## src/rtl/pipeline_hazard_ctrl.sv

```systemverilog
`default_nettype none
// ============================================================================
//  Module   : pipeline_hazard_ctrl
//  Brief    : Stall/flush sequencer for a 5-stage pipeline. Handles load-use
//             stalls, data-memory freezes and taken-branch flush windows,
//             and keeps saturating stall/flush event counters.
//  Revision : 1.0 - initial release
// ============================================================================
module pipeline_hazard_ctrl #(
  parameter int REG_ADDR_W     = 6,
  parameter int BRANCH_PENALTY = 2,
  parameter int CNT_W          = 16
) (
  input  logic                  clk,
  input  logic                  rst_n,
  input  logic [REG_ADDR_W-1:0] id_rs,
  input  logic [REG_ADDR_W-1:0] id_rt,
  input  logic                  id_uses_rs,
  input  logic                  id_uses_rt,
  input  logic [REG_ADDR_W-1:0] ex_rd,
  input  logic                  ex_mem_read,
  input  logic                  ex_valid,
  input  logic                  br_taken,
  input  logic                  dmem_busy,
  output logic                  pc_write,
  output logic                  ifid_write,
  output logic                  ifid_flush,
  output logic                  idex_bubble,
  output logic                  exmem_hold,
  output logic [CNT_W-1:0]      stall_count,
  output logic [CNT_W-1:0]      flush_count
);

  // Remaining flush cycles after the resolve cycle never exceed BRANCH_PENALTY-1.
  localparam int REM_W = (BRANCH_PENALTY > 1) ? $clog2(BRANCH_PENALTY) : 1;
  localparam logic [REM_W-1:0] REM_INIT =
      (BRANCH_PENALTY > 1) ? REM_W'(BRANCH_PENALTY - 1) : '0;
  localparam logic [REM_W-1:0] REM_ONE = REM_W'(1);

  typedef enum logic [1:0] {
    ST_RUN      = 2'd0,
    ST_FLUSH    = 2'd1,
    ST_MEM_WAIT = 2'd2
  } state_e;

  state_e           state_q, state_d;
  logic [REM_W-1:0] remain_q, remain_d;
  logic             pend_br_q, pend_br_d;
  logic [CNT_W-1:0] stall_count_q, stall_count_d;
  logic [CNT_W-1:0] flush_count_q, flush_count_d;

  logic lu_hazard;
  logic flush_event;

  // A load in EX whose destination feeds the instruction in ID must stall one cycle.
  always_comb begin
    lu_hazard = ex_valid & ex_mem_read &
                ((id_uses_rs & (id_rs == ex_rd)) | (id_uses_rt & (id_rt == ex_rd)));
  end

  // Next-state and Mealy control outputs; reset forces a safe NOP-injecting pattern.
  always_comb begin
    state_d     = state_q;
    remain_d    = remain_q;
    pend_br_d   = pend_br_q;
    pc_write    = 1'b1;
    ifid_write  = 1'b1;
    ifid_flush  = 1'b0;
    idex_bubble = 1'b0;
    exmem_hold  = 1'b0;
    flush_event = 1'b0;

    unique case (state_q)
      ST_RUN: begin
        if (dmem_busy) begin
          pc_write   = 1'b0;
          ifid_write = 1'b0;
          exmem_hold = 1'b1;
          if (br_taken) pend_br_d = 1'b1;
          state_d = ST_MEM_WAIT;
        end else if (br_taken) begin
          ifid_flush  = 1'b1;
          idex_bubble = 1'b1;
          flush_event = 1'b1;
          if (BRANCH_PENALTY > 1) begin
            remain_d = REM_INIT;
            state_d  = ST_FLUSH;
          end
        end else if (lu_hazard) begin
          pc_write    = 1'b0;
          ifid_write  = 1'b0;
          idex_bubble = 1'b1;
        end
      end

      ST_MEM_WAIT: begin
        if (dmem_busy) begin
          pc_write   = 1'b0;
          ifid_write = 1'b0;
          exmem_hold = 1'b1;
          if (br_taken) pend_br_d = 1'b1;
        end else begin
          // A branch that resolved while frozen is acted on now.
          pend_br_d = 1'b0;
          state_d   = ST_RUN;
          if (pend_br_q | br_taken) begin
            ifid_flush  = 1'b1;
            idex_bubble = 1'b1;
            flush_event = 1'b1;
            if (BRANCH_PENALTY > 1) begin
              remain_d = REM_INIT;
              state_d  = ST_FLUSH;
            end
          end else if (lu_hazard) begin
            pc_write    = 1'b0;
            ifid_write  = 1'b0;
            idex_bubble = 1'b1;
          end
        end
      end

      ST_FLUSH: begin
        if (dmem_busy) begin
          pc_write   = 1'b0;
          ifid_write = 1'b0;
          exmem_hold = 1'b1;
        end else begin
          // Only wrong-path instructions remain, so branch/hazard inputs are ignored.
          ifid_flush  = 1'b1;
          idex_bubble = 1'b1;
          remain_d    = remain_q - REM_ONE;
          if (remain_q == REM_ONE) state_d = ST_RUN;
        end
      end

      default: begin
        state_d = ST_RUN;
      end
    endcase

    if (!rst_n) begin
      pc_write    = 1'b0;
      ifid_write  = 1'b0;
      ifid_flush  = 1'b1;
      idex_bubble = 1'b1;
      exmem_hold  = 1'b0;
      flush_event = 1'b0;
    end
  end

  // Saturating performance counters.
  always_comb begin
    stall_count_d = stall_count_q;
    flush_count_d = flush_count_q;
    if (!pc_write && (stall_count_q != {CNT_W{1'b1}}))
      stall_count_d = stall_count_q + CNT_W'(1);
    if (flush_event && (flush_count_q != {CNT_W{1'b1}}))
      flush_count_d = flush_count_q + CNT_W'(1);
  end

  // State and counter registers with synchronous active-low reset.
  always_ff @(posedge clk) begin
    if (!rst_n) begin
      state_q       <= ST_RUN;
      remain_q      <= '0;
      pend_br_q     <= 1'b0;
      stall_count_q <= '0;
      flush_count_q <= '0;
    end else begin
      state_q       <= state_d;
      remain_q      <= remain_d;
      pend_br_q     <= pend_br_d;
      stall_count_q <= stall_count_d;
      flush_count_q <= flush_count_d;
    end
  end

  assign stall_count = stall_count_q;
  assign flush_count = flush_count_q;

endmodule
`default_nettype wire
```

## config.mk

```make
export PLATFORM = sky130hd
export DESIGN_NAME = pipeline_hazard_ctrl
export DESIGN_NICKNAME = d
export VERILOG_FILES = /design/src/rtl/pipeline_hazard_ctrl.sv
export SDC_FILE = /design/constraint.sdc
export NUM_CORES = 1
export LEC_CHECK = 0
export CELL_PAD_IN_SITES_DETAIL_PLACEMENT = 1
export CELL_PAD_IN_SITES_GLOBAL_PLACEMENT = 1
export CORE_ASPECT_RATIO = 1.25
export CORE_MARGIN = 4
export CORE_UTILIZATION = 36
export CTS_CLUSTER_DIAMETER = 150
export CTS_CLUSTER_SIZE = 30
export DETAILED_ROUTE_END_ITERATION = 16
export PLACE_DENSITY_LB_ADDON = 0.1
export SLEW_MARGIN = 20
export SYNTH_ARGS = -nofsm -noshare
export SYNTH_HDL_FRONTEND = slang
export SYNTH_SLANG_ARGS = --single-unit
export TNS_END_PERCENT = 20
```

## constraint.sdc

```tcl
create_clock -name clk -period 4.3 [get_ports clk]
set_input_delay 1.29 -clock clk [delete_from_list [all_inputs] [get_ports clk]]
set_output_delay 1.29 -clock clk [all_outputs]
set_load 0.1 [all_outputs]
```

==> results_tabular.tex, run 1 <==
\begin{tabular}{lr}
\hline
Metric & Value \\
\hline
\multicolumn{2}{l}{\textbf{CTS}} \\
Post-CTS Hold Fix Bufs & 0 \\
Sinks on Clock Net & 36 \\
Clock buffer count from CTS & 5 \\
Clock Root Buffer & sky130\_fd\_sc\_hd\_\_clkbuf\_8 \\
Setup Fix Bufs, Post-CTS & 0 \\
\# H-tree levels & 2 \\
Clock insertion delay at the later pin of the skew report & 0.29 ns \\
TritonCTS clock tree & built \\
Clock-pin slew on the worst setup and hold paths & 0.07 ns \\
Bufs on Longest Clock Path & 2 \\
\multicolumn{2}{l}{\textbf{Routing}} \\
Initial DRC count & 93 \\
WL final & 5450 um \\
Count of TritonRoute iterations in the first routing pass & 4 \\
Via count of the routed design & 1,912 \\
Routed WL per cell & 14.9 um \\
Vias per cell & 5.24 \\
Number of routed nets with antenna violations & 0 \\
DR DRC count & 0 \\
\multicolumn{2}{l}{\textbf{Synthesis}} \\
Synthesized net count & 264 \\
Count of flip-flops with a built-in enable after synthesis & 0 \\
Area of the mapped netlist & 0.00194 mm2 \\
Post-synthesis instance total & 236 \\
Sequential element share of the synthesized area & 37.1\% \\
Count of yosys warnings during synthesis & 0 \\
Count of state elements after synthesis & 36 \\
Mean instance size in the synthesized netlist & 8.23 um2 \\
Most frequently used flop master after synthesis & sky130\_fd\_sc\_hd\_\_dfxtp\_1 \\
Number of distinct library cells after synthesis & 37 \\
Share of flip-flops with an asynchronous set or reset after synthesis & 0\% \\
\multicolumn{2}{l}{\textbf{Die}} \\
Horiz. Die Dim & 73.7 um \\
Vert. Die Dim & 90.1 um \\
Starting utilization of the core area & 37.7\% \\
Number of primary I/O pins & 63 \\
Total core area & 0.00515 mm2 \\
Area of the die & 0.00664 mm2 \\
Number of placement rows & 29 \\
\multicolumn{2}{l}{\textbf{Placed design}} \\
Final HPWL DP & 4000 um \\
Cell Count Post-Placement & 357 \\
Final GP Congestion & 0.730 \\
Number of input and output port buffers inserted & 62 \\
Setup slack at placement & 0.00830 ns \\
Cell area after placement & 0.00269 mm2 \\
\multicolumn{2}{l}{\textbf{Setup path}} \\
Origin of the worst setup path & ex\_rd[1] \\
Buffering stage count on the worst path with inverters included & 2 \\
Number of cell instances on the worst register-to-register path & 8 \\
Slowest cell delay on critical path & 0.52 ns \\
FF-to-FF Start & stall\_count[0] \\
Worst EP required & 3.01 ns \\
Logic depth of the worst path, buffers included & 8 \\
Category of the most critical setup path & in -> out \\
Crit Path Max Fanout & 2 \\
Minimum setup slack among reg-to-reg paths & 2.17 ns \\
Data arrival at the endpoint of the critical path & 2.91 ns \\
End point of the critical path & idex\_bubble \\
End of the worst register-to-register path & stall\_count[13] \\
Family with the most delay on the worst path & buffers and inverters \\
Setup crit end kind & output pin \\
Element type at the critical path start & primary input \\
Critical path cell sequence & clkdlybuf4s50\_1 > xnor2\_1 > nand3\_1 > o22ai\_2 > nand3\_2 > a211o\_1 > nand2\_2 > buf\_12 \\
Slowest cell on the critical path & sky130\_fd\_sc\_hd\_\_clkdlybuf4s50\_1 \\
\multicolumn{2}{l}{\textbf{STA}} \\
Achievable Freq & 0.238 GHz \\
Final number of max-transition violations & 0 \\
Clock Skews & 0.0131 ns \\
Worst-case headroom to the max-slew limit & 33.5\% \\
Final worst path period need & 4.20 ns \\
Worst path setup slack after routing & 0.0999 ns \\
Tcrit/Tclk final & 97.7\% \\
Hold Fails Final Rpt & 0 \\
Setup violations, final & 0 \\
Slew at the pin closest to its max-slew limit & 0.994 ns \\
Setup repair after global routing missed its margin & false \\
\multicolumn{2}{l}{\textbf{Layout}} \\
Antenna cells & 0 \\
Layout cells sized above 1 & 10.2\% \\
Number of standard cells in the layout, taps in and fillers out & 365 \\
Total number of nets in the final design & 330 \\
Area used by multi-input combinational logic & 0.00118 mm2 \\
Area added between synthesis and finish & 45.0\% \\
Post-route standard cell area excluding fillers & 0.00282 mm2 \\
Filler cells & 627 \\
Storage element area & 721 um2 \\
\multicolumn{2}{l}{\textbf{Pwr}} \\
Worst vdd ir & 0.000145 V \\
Sequential cell fraction of total power & 46.7\% \\
Clk pwr share & 31.8\% \\
Design internal power & 0.000520 W \\
Combinational fraction of design power & 21.5\% \\
Overall power & 0.000751 W \\
Total power per unit cell area & 267 mW/mm2 \\
Fraction of power spent switching nets & 30.8\% \\
Static leakage & 1.02 nW \\
Power spent charging and discharging nets & 0.000231 W \\
\multicolumn{2}{l}{\textbf{Hold path}} \\
Source of the worst hold timing path & flush\_count[1] \\
Hold WC Path Type & reg -> reg \\
\multicolumn{2}{l}{\textbf{Global routing}} \\
Global-route wire length before repair & 9260 um \\
Maximum number of pins on one net before global-route repair & 30 \\
Number of antenna violations at the first check in global routing & 0 \\
Aggregate global-route resource usage & 16.9\% \\
Leftover overflow at the end of global routing & 0 \\
Via count of the first global-routing pass & 2,003 \\
\multicolumn{2}{l}{\textbf{Job}} \\
Count of max-cap constraint violations & 0 \\
\multicolumn{2}{l}{\textbf{Outcome}} \\
Run status & finished, final reports clean \\
\hline
\end{tabular}
## how the worst min path moves through the flow
stage	end	slack [ns]	cells after the start
after floorplan	pend_br_q	0.48	2
after global placement	flush_count[1]	0.48	2
after detailed placement	flush_count[0]	0.50	1
after CTS	pend_br_q	0.52	2
after global routing	stall_count[13]	0.55	2
final	flush_count[1]	0.50	2
## layout by cell type, fill, tap and decap left out, drive strengths merged
cell	netlist	layout
nor2	24	24
clkdlybuf4s50	0	52
and2	4	4
o22ai	1	1
nor4	3	3
and4	1	1
nand3	17	17
clkbuf	4	7
nand2b	2	2
or4	1	1
dfxtp	36	36
a211o	1	1
a21boi	2	2
or3	12	12
o21ai	17	17
buf	6	12
inv	5	5
o31ai	1	1
and3	6	6
nand2	21	21
a211oi	3	3
nor3	2	2
a21o	1	1
xor2	12	12
xnor2	15	15
nor4b	1	1
clkinv	0	1
mux2i	4	4
ha	2	2
a21oi	19	19
nor2b	2	2
dlymetal6s2s	0	5
nand4	11	11
## area by class of cell
cell class / count / area share [%]
Clock buffer: 7 / 2.71
Clock inverter: 1 / 0.311
Inverter: 5 / 0.667
Multi-Input combinational cell: 185 / 41.8
Sequential cell: 36 / 25.6
Tap cell: 62 / 2.76
Timing Repair Buffer: 69 / 26.1
## Yosys cell counts (3+ instances only)
master | n | share of area, %
sky130_fd_sc_hd__nand4_1 | 11 | 3.5
sky130_fd_sc_hd__a21oi_1 | 18 | 4.6
sky130_fd_sc_hd__xor2_1 | 12 | 5.4
sky130_fd_sc_hd__nand2_1 | 21 | 4.1
sky130_fd_sc_hd__nor2_1 | 23 | 4.4
sky130_fd_sc_hd__a211oi_1 | 3 | 1.2
sky130_fd_sc_hd__dfxtp_1 | 36 | 37
sky130_fd_sc_hd__inv_1 | 5 | 0.97
sky130_fd_sc_hd__or3_1 | 12 | 3.9
sky130_fd_sc_hd__mux2i_1 | 4 | 2.1
sky130_fd_sc_hd__clkbuf_1 | 4 | 0.77
sky130_fd_sc_hd__nand3_1 | 17 | 4.4
sky130_fd_sc_hd__and2_1 | 4 | 1.3
sky130_fd_sc_hd__and3_1 | 6 | 1.9
sky130_fd_sc_hd__xnor2_1 | 15 | 6.8
sky130_fd_sc_hd__o21ai_0 | 17 | 4.4
## cells by family (layout without fill, tap and decap cells)
kind of cell / after synthesis / in the layout / synth area share (%)
AOI/OAI and AO/OA: 45 / 45 / 13.1
xor gates and xnor gates: 27 / 27 / 12.2
adders and majority gates: 2 / 2 / 1.29
buffers and inverters: 15 / 82 / 3.80
DFF: 36 / 36 / 37.1
muxes: 4 / 4 / 2.06
and+or+nand+nor: 107 / 107 / 30.4
## tightest hold or removal path: cells and delay by family, from the launching register on
family | cells | cell delay (ns)
AO/OA/AOI/OAI | 1 | 0.06
AND/OR/NAND/NOR | 1 | 0.06
flip-flops | 1 | 0.33
## power by group through the flow
stage / Clock [W] / Sequential, W / Combinational, W
2_1_floorplan: 0 / 0.000387 / 0.0000710
3_3_place_gp: 0 / 0.000358 / 0.000158
3_5_place_dp: 0 / 0.000359 / 0.000160
4_1_cts: 0.000247 / 0.000351 / 0.000162
5_1_grt: 0.000261 / 0.000353 / 0.000174
6_report: 0.000239 / 0.000351 / 0.000162
## routing by layer
layer  up-vias  wire (um)  track usage, %
met5         -          0               0
met4         0         53            4.08
met3         8        269            4.24
met2        41       2770            28.1
met1       907       2360            21.6
li1        956          -               -
## repair_timing
item / CTS / global route
pin swaps: 0 / 2
setup endpoints to repair: 1 / 3
gates resized for setup: 1 / 9
## flip-flops by register name, summed over array words and instances (netlist names)
register,flops
state_q,2
pend_br_q,1
stall_count,16
remain_q,1
flush_count,16
## metrics by stage
| step | hold WS [ns] | setup TNS [ns] | utilization [%] |
|---|---|---|---|
| after global routing | 0.545 | 0 | 54.6 |
| after CTS | 0.517 | 0 | 54.0 |
| after floorplan | 0.478 | -0.896 | - |
| after global placement | 0.484 | 0 | 52.3 |
| final | 0.505 | 0 | 54.6 |
| after detailed placement | 0.500 | 0 | 52.3 |
No activity file was read; power rests on OpenSTA's default activity.
==> run 2, diff against run 1 <==
Settings changed: CORE_UTILIZATION 36 to 33.
Clock period 4.3 ns to 4.2 ns, I/O delays scaled along.
==> run 2 against run 1 <==
Compared with the run above: critical path type unchanged; sequential cell count stayed put; routed wire length is 1.5% lower; highest routed layer unchanged; first-iteration DRC count shrank 31%; sequential power rose by 2%; largest cell class unchanged.
==> results_tabular.tex, run 2 (synthesized netlist as in run 1, its figures left out) <==
\begin{tabular}{lr}
\hline
Metric & Value \\
\hline
\multicolumn{2}{l}{\textbf{Setup path}} \\
Data arrival at the endpoint of the critical path & 2.84 ns (was 2.91 ns) \\
Slowest cell delay on critical path & 0.47 ns (was 0.52 ns) \\
Family with the most delay on the worst path & buffers and inverters (unchanged) \\
Category of the most critical setup path & in -> out (unchanged) \\
Crit Path Max Fanout & 2 (unchanged) \\
Number of cell instances on the worst register-to-register path & 8 (unchanged) \\
Minimum setup slack among reg-to-reg paths & 1.90 ns (was 2.17 ns) \\
FF-to-FF Start & stall\_count[0] (unchanged) \\
Slowest cell on the critical path & sky130\_fd\_sc\_hd\_\_clkdlybuf4s50\_1 (unchanged) \\
Worst EP required & 2.94 ns (was 3.01 ns) \\
Buffering stage count on the worst path with inverters included & 2 (unchanged) \\
Critical path cell sequence & clkdlybuf4s50\_1 > xnor2\_1 > nand4\_1 > o22ai\_2 > nand3\_2 > a211o\_1 > nand2\_2 > buf\_12 (was clkdlybuf4s50\_1 > xnor2\_1 > nand3\_1 > o22ai\_2 > nand3\_2 > a211o\_1 > nand2\_2 > buf\_12) \\
Element type at the critical path start & primary input (unchanged) \\
Setup crit end kind & output pin (unchanged) \\
End of the worst register-to-register path & stall\_count[1] (was stall\_count[13]) \\
\multicolumn{2}{l}{\textbf{Routing}} \\
Number of routed nets with antenna violations & 0 (unchanged) \\
Count of TritonRoute iterations in the first routing pass & 4 (unchanged) \\
Via count of the routed design & 1,929 (was 1,912) \\
WL final & 5370 um (was 5450 um) \\
Initial DRC count & 64 (was 93) \\
Routed WL per cell & 14.6 um (was 14.9 um) \\
Vias per cell & 5.23 (was 5.24) \\
DR DRC count & 0 (unchanged) \\
\multicolumn{2}{l}{\textbf{Layout}} \\
Number of standard cells in the layout, taps in and fillers out & 369 (was 365) \\
Storage element area & 721 um2 (unchanged) \\
Layout cells sized above 1 & 10.9\% (was 10.2\%) \\
Finished Core Util & 49.3\% (was 54.6\%) \\
Top library cells by usage in the layout, fill and taps aside & 50 x sky130\_fd\_sc\_hd\_\_clkdlybuf4s50\_1, 36 x sky130\_fd\_sc\_hd\_\_dfxtp\_1, 23 x sky130\_fd\_sc\_hd\_\_nor2\_1 (was 52 x sky130\_fd\_sc\_hd\_\_clkdlybuf4s50\_1, 36 x sky130\_fd\_sc\_hd\_\_dfxtp\_1, 23 x sky130\_fd\_sc\_hd\_\_nor2\_1) \\
Most common library cell in the layout ignoring fill and taps & sky130\_fd\_sc\_hd\_\_clkdlybuf4s50\_1 (unchanged) \\
Total number of nets in the final design & 330 (unchanged) \\
Area used by multi-input combinational logic & 0.00118 mm2 (unchanged) \\
Antenna cells & 0 (unchanged) \\
Filler cells & 714 (was 627) \\
Area added between synthesis and finish & 45.7\% (was 45.0\%) \\
\multicolumn{2}{l}{\textbf{Outcome}} \\
Run status & finished, final reports clean (unchanged) \\
\multicolumn{2}{l}{\textbf{Global routing}} \\
Aggregate global-route resource usage & 15.4\% (was 16.9\%) \\
Maximum number of pins on one net before global-route repair & 30 (unchanged) \\
Via count of the first global-routing pass & 1,968 (was 2,003) \\
Number of antenna violations at the first check in global routing & 0 (unchanged) \\
Global-route wire length before repair & 9200 um (was 9260 um) \\
Leftover overflow at the end of global routing & 0 (unchanged) \\
\multicolumn{2}{l}{\textbf{Placed design}} \\
Cell Count Post-Placement & 361 (was 357) \\
Final HPWL DP & 4100 um (was 4000 um) \\
Final GP Congestion & 0.696 (was 0.730) \\
Number of input and output port buffers inserted & 62 (unchanged) \\
\multicolumn{2}{l}{\textbf{STA}} \\
Setup repair after global routing missed its margin & true (was false) \\
Slew at the pin closest to its max-slew limit & 1.00 ns (was 0.994 ns) \\
Tcrit/Tclk final & 97.6\% \\
Final number of max-transition violations & 0 (unchanged) \\
Achievable Freq & 0.244 GHz \\
Hold slack & 0.516 ns (was 0.505 ns) \\
Worst-case headroom to the max-slew limit & 33.1\% (was 33.5\%) \\
Hold Fails Final Rpt & 0 (unchanged) \\
Clock Skews & 0.00703 ns (was 0.0131 ns) \\
Final worst path period need & 4.10 ns \\
Setup violations, final & 0 (unchanged) \\
\multicolumn{2}{l}{\textbf{Pwr}} \\
Worst vdd ir & 0.000155 V (was 0.000145 V) \\
Overall power & 0.000788 W (was 0.000751 W) \\
Static leakage & 1.03 nW (was 1.02 nW) \\
Total power per unit cell area & 278 mW/mm2 (was 267 mW/mm2) \\
\multicolumn{2}{l}{\textbf{CTS}} \\
Clock insertion delay at the later pin of the skew report & 0.29 ns (about the same) \\
TritonCTS clock tree & built (unchanged) \\
\# H-tree levels & 2 (unchanged) \\
Clock buffer count from CTS & 5 (unchanged) \\
Setup Fix Bufs, Post-CTS & 0 (unchanged) \\
Clock-pin slew on the worst setup and hold paths & 0.08 ns (was 0.07 ns) \\
Clock Root Buffer & sky130\_fd\_sc\_hd\_\_clkbuf\_8 (unchanged) \\
Sinks on Clock Net & 36 (unchanged) \\
Bufs on Longest Clock Path & 2 (unchanged) \\
\multicolumn{2}{l}{\textbf{Job}} \\
Count of max-cap constraint violations & 0 (unchanged) \\
\multicolumn{2}{l}{\textbf{Die}} \\
Number of primary I/O pins & 63 (unchanged) \\
Starting utilization of the core area & 33.8\% (was 37.7\%) \\
Number of placement rows & 31 (was 29) \\
Horiz. Die Dim & 76.6 um (was 73.7 um) \\
Vert. Die Dim & 93.8 um (was 90.1 um) \\
Area of the die & 0.00718 mm2 (was 0.00664 mm2) \\
Total core area & 0.00574 mm2 (was 0.00515 mm2) \\
\multicolumn{2}{l}{\textbf{Hold path}} \\
Cells on Worst Hold Path & 2 (unchanged) \\
Hold WC Path Type & reg -> reg (unchanged) \\
Source of the worst hold timing path & flush\_count[1] (unchanged) \\
Hold Crit Endpoint & flush\_count[1] (unchanged) \\
\hline
\end{tabular}
-- run 2: cell count changes in the layout (fill, tap and decap cells not counted) --
cell and change:
sky130_fd_sc_hd__clkbuf_1 -2, sky130_fd_sc_hd__clkbuf_8 +1, sky130_fd_sc_hd__clkdlybuf4s50_1 -2, sky130_fd_sc_hd__clkinv_2 +1
sky130_fd_sc_hd__clkinv_4 -1, sky130_fd_sc_hd__dlygate4sd2_1 +2, sky130_fd_sc_hd__inv_6 +1
-- run 2: area by class of cell --
type / count / area share, %
well taps: 66 / 2.92
clock inverters: 2 / 0.487
clock buffers: 6 / 2.92
inverters: 5 / 0.663
flip-flops and latches: 36 / 25.5
repair buffers: 69 / 25.9
multi-input cells: 185 / 41.6
-- run 2: worst register-to-register path: stages (launching register included) --
cell and delay, ns:
sky130_fd_sc_hd__dfxtp_1 0.42, sky130_fd_sc_hd__ha_1 0.19, sky130_fd_sc_hd__and2_1 0.20, sky130_fd_sc_hd__and4_1 0.34, sky130_fd_sc_hd__a21boi_1 0.12, sky130_fd_sc_hd__a21oi_2 0.41
sky130_fd_sc_hd__buf_4 0.27, sky130_fd_sc_hd__mux2i_1 0.19, sky130_fd_sc_hd__nor2_1 0.05
-- run 2: per-stage QoR --
step	cell area (um2)	setup slack (ns)	setup TNS [ns]
6_report	2830	0.101	0
5_1_grt	2830	-0.0111	-0.0111
3_5_place_dp	2700	-0.0536	-0.0536
2_1_floorplan	1950	-0.746	-0.976
4_1_cts	2810	0.00533	0
3_3_place_gp	2700	-0.0345	-0.0345
-- run 2: worst max path at each step --
| stage | start | endpoint | slack [ns] | cells past startpoint |
|---|---|---|---|---|
| floorplan | dmem_busy | pc_write | -0.75 | 5 |
| global placement | ex_rd[4] | idex_bubble | -0.03 | 8 |
| detailed placement | ex_rd[0] | idex_bubble | -0.05 | 8 |
| CTS | ex_rd[4] | idex_bubble | 0.005 | 8 |
| global route | id_rs[0] | idex_bubble | -0.01 | 8 |
| finish | id_rs[3] | idex_bubble | 0.10 | 8 |
-- run 2: layer usage --
metal	vias to the layer above	routed length [um]	share of wire [%]	global-route usage (%)
li1	960	-	-	-
met1	927	2460	46	18.4
met2	40	2710	50	28.1
met3	2	174	3.2	3.36
met4	0	23	0.43	3.63
met5	-	0	0	0
-- run 2: where the power goes --
| group | internal [W] | switching [W] |
|---|---|---|
| clock network | 0.000134 | 0.000131 |
| registers | 0.000349 | 0.0000101 |
| logic | 0.0000638 | 0.0000996 |
| total | 0.000547 | 0.000241 |
-- run 2: timing repair --
action / in CTS / in global routing
endpoints found under the setup margin: 1 / 3
hold endpoints to repair: 0 / 0
resized for setup: 5 / 7
hold buffers: 0 / 0
pin swaps: 1 / 4
==> run 3, diff against run 2 <==
Clock period 4.2 ns to 4.5 ns, I/O delays scaled along.
==> run 3 against run 2 <==
Compared with the run above: die area is the same; routed wire length decreased by 2.6%; non-clock buffer count down 1; power decreased by 2.1%; cell area shrank 0.88%; critical path type unchanged; critical endpoint is now ifid_write; largest power group unchanged; highest routed layer unchanged.
==> results_tabular.tex, run 3 (synthesized netlist as in run 1, its figures left out) <==
\begin{tabular}{lr}
\hline
Metric & Value \\
\hline
\multicolumn{2}{l}{\textbf{Placed design}} \\
Final GP Congestion & 0.730 (was 0.696) \\
Final HPWL DP & 3960 um (was 4100 um) \\
Number of input and output port buffers inserted & 62 (unchanged) \\
Cell Count Post-Placement & 360 (was 361) \\
\multicolumn{2}{l}{\textbf{STA}} \\
Slew at the pin closest to its max-slew limit & 0.989 ns (was 1.00 ns) \\
Tcrit/Tclk final & 96.8\% \\
Final-layout setup total negative slack & 0 ns (unchanged) \\
Achievable Freq & 0.230 GHz \\
Hold Fails Final Rpt & 0 (unchanged) \\
Clock Skews & 0.00748 ns (was 0.00703 ns) \\
Final number of max-transition violations & 0 (unchanged) \\
Setup violations, final & 0 (unchanged) \\
Worst-case headroom to the max-slew limit & 33.8\% (was 33.1\%) \\
Final worst path period need & 4.36 ns \\
Setup repair after global routing missed its margin & false (was true) \\
\multicolumn{2}{l}{\textbf{Routing}} \\
DR top layer & met4 (unchanged) \\
Wire length on met1 & 2390 um (was 2460 um) \\
Initial DRC count & 40 (was 64) \\
Number of routed nets with antenna violations & 0 (unchanged) \\
Via count of the routed design & 1,917 (was 1,929) \\
Routed WL per cell & 14.2 um (was 14.6 um) \\
DR DRC count & 0 (unchanged) \\
Met2 WL & 2580 um (was 2710 um) \\
Count of TritonRoute iterations in the first routing pass & 4 (unchanged) \\
Met3 wire length & 231 um (was 174 um) \\
WL final & 5230 um (was 5370 um) \\
Vias per cell & 5.21 (was 5.23) \\
\multicolumn{2}{l}{\textbf{CTS}} \\
TritonCTS clock tree & built (unchanged) \\
Setup Fix Bufs, Post-CTS & 0 (unchanged) \\
Clock Root Buffer & sky130\_fd\_sc\_hd\_\_clkbuf\_8 (unchanged) \\
Clock-pin slew on the worst setup and hold paths & 0.07 ns (was 0.08 ns) \\
Clock insertion delay at the later pin of the skew report & 0.28 ns (was 0.29 ns) \\
Clock buffer count from CTS & 5 (unchanged) \\
Sinks on Clock Net & 36 (unchanged) \\
Bufs on Longest Clock Path & 2 (unchanged) \\
\# H-tree levels & 2 (unchanged) \\
\multicolumn{2}{l}{\textbf{Setup path}} \\
Family with the most delay on the worst path & buffers and inverters (unchanged) \\
Critical path cell sequence & clkdlybuf4s50\_1 > xnor2\_1 > nand3\_1 > o22ai\_2 > buf\_4 > a21oi\_1 > buf\_12 (was clkdlybuf4s50\_1 > xnor2\_1 > nand4\_1 > o22ai\_2 > nand3\_2 > a211o\_1 > nand2\_2 > buf\_12) \\
Element type at the critical path start & primary input (unchanged) \\
Buffering stage count on the worst path with inverters included & 3 (was 2) \\
Slowest cell delay on critical path & 0.46 ns (was 0.47 ns) \\
Category of the most critical setup path & in -> out (unchanged) \\
Number of cell instances on the worst register-to-register path & 8 (unchanged) \\
Setup crit end kind & output pin (unchanged) \\
Data arrival at the endpoint of the critical path & 3.01 ns (was 2.84 ns) \\
Minimum setup slack among reg-to-reg paths & 2.25 ns (was 1.90 ns) \\
Slowest cell on the critical path & sky130\_fd\_sc\_hd\_\_a21oi\_1 (was sky130\_fd\_sc\_hd\_\_clkdlybuf4s50\_1) \\
Crit Path Max Fanout & 4 (was 2) \\
Logic depth of the worst path, buffers included & 7 (was 8) \\
Worst EP required & 3.15 ns (was 2.94 ns) \\
\multicolumn{2}{l}{\textbf{Pwr}} \\
Static leakage & 0.978 nW (was 1.03 nW) \\
Worst vdd ir & 0.000191 V (was 0.000155 V) \\
Total power per unit cell area & 275 mW/mm2 (was 278 mW/mm2) \\
\multicolumn{2}{l}{\textbf{Die}} \\
Horiz. Die Dim & 76.6 um (unchanged) \\
Number of placement rows & 31 (unchanged) \\
Vert. Die Dim & 93.8 um (unchanged) \\
Starting utilization of the core area & 33.8\% (unchanged) \\
Area of the die & 0.00718 mm2 (unchanged) \\
Number of primary I/O pins & 63 (unchanged) \\
Total core area & 0.00574 mm2 (unchanged) \\
\multicolumn{2}{l}{\textbf{Job}} \\
Count of max-cap constraint violations & 0 (unchanged) \\
\multicolumn{2}{l}{\textbf{Outcome}} \\
Run status & finished, final reports clean (unchanged) \\
\multicolumn{2}{l}{\textbf{Global routing}} \\
Via count of the first global-routing pass & 1,973 (was 1,968) \\
Maximum number of pins on one net before global-route repair & 30 (unchanged) \\
Number of antenna violations at the first check in global routing & 0 (unchanged) \\
Leftover overflow at the end of global routing & 0 (unchanged) \\
Aggregate global-route resource usage & 15.4\% (about the same) \\
Global-route wire length before repair & 9040 um (was 9200 um) \\
\multicolumn{2}{l}{\textbf{Layout}} \\
Layout cells sized above 1 & 8.94\% (was 10.9\%) \\
Finished Core Util & 48.8\% (was 49.3\%) \\
Number of standard cells in the layout, taps in and fillers out & 368 (was 369) \\
Top library cells by usage in the layout, fill and taps aside & 57 x sky130\_fd\_sc\_hd\_\_clkdlybuf4s50\_1, 36 x sky130\_fd\_sc\_hd\_\_dfxtp\_1, 23 x sky130\_fd\_sc\_hd\_\_nor2\_1 (was 50 x sky130\_fd\_sc\_hd\_\_clkdlybuf4s50\_1, 36 x sky130\_fd\_sc\_hd\_\_dfxtp\_1, 23 x sky130\_fd\_sc\_hd\_\_nor2\_1) \\
Most common library cell in the layout ignoring fill and taps & sky130\_fd\_sc\_hd\_\_clkdlybuf4s50\_1 (unchanged) \\
Total number of nets in the final design & 329 (was 330) \\
Antenna cells & 0 (unchanged) \\
Area added between synthesis and finish & 44.4\% (was 45.7\%) \\
\multicolumn{2}{l}{\textbf{Hold path}} \\
Cells on Worst Hold Path & 2 (unchanged) \\
Hold WC Path Type & reg -> reg (unchanged) \\
\hline
\end{tabular}
-- run 3: worst paths after layout --
kind | start | endpoint
worst min register to register | flush_count[1] | flush_count[1]
worst max register to register | stall_count[0] | stall_count[1]
worst min-delay path | flush_count[1] | flush_count[1]
worst max-delay path | ex_rd[1] | ifid_write
-- run 3: what timing repair did --
action                                  4_1_cts  5_1_grt
gates resized for setup                       0        1
hold buffers                                  0        0
endpoints found under the setup margin        0        1
-- run 3: through the flow --
stage               hold WS [ns]  cell area [um2]  setup slack, ns  power (W)
floorplan                  0.478             1950           -0.626   0.000437
global placement           0.483             2690            0.138   0.000494
detailed placement         0.500             2690            0.112   0.000496
CTS                        0.512             2800            0.102   0.000786
global route               0.539             2800          0.00868   0.000807
finish                     0.505             2800            0.143   0.000771
-- run 3: worst reg2reg max path, delay by kind of cell, from the launching register on --
family	cells	cell delay (ns)
compound gates	2	0.51
fa+ha+maj	1	0.19
buf+inv	1	0.27
flops	1	0.41
mux	1	0.19
simple gates	3	0.57
-- run 3: layout make-up --
type / instances / area (um2)
flip-flops and latches: 36 / 721
clock inverters: 2 / 35.0
multi-input cells: 185 / 1160
clock buffers: 6 / 72.6
repair buffers: 68 / 716
well taps: 66 / 82.6
inverters: 5 / 18.8
fillers: 676 / 2940
-- run 3: routing by layer --
layer | vias to the layer above | track usage [%]
met5 | - | 0
met4 | 0 | 4.53
met3 | 2 | 4.51
met2 | 45 | 26.7
met1 | 909 | 18.3
li1 | 961 | -
-- run 3: where the power goes --
| group | switching, W | internal [W] | total, W |
|---|---|---|---|
| logic | 0.0000917 | 0.0000605 | 0.000152 |
| clock network | 0.000119 | 0.000165 | 0.000284 |
| registers | 0.00000939 | 0.000325 | 0.000335 |
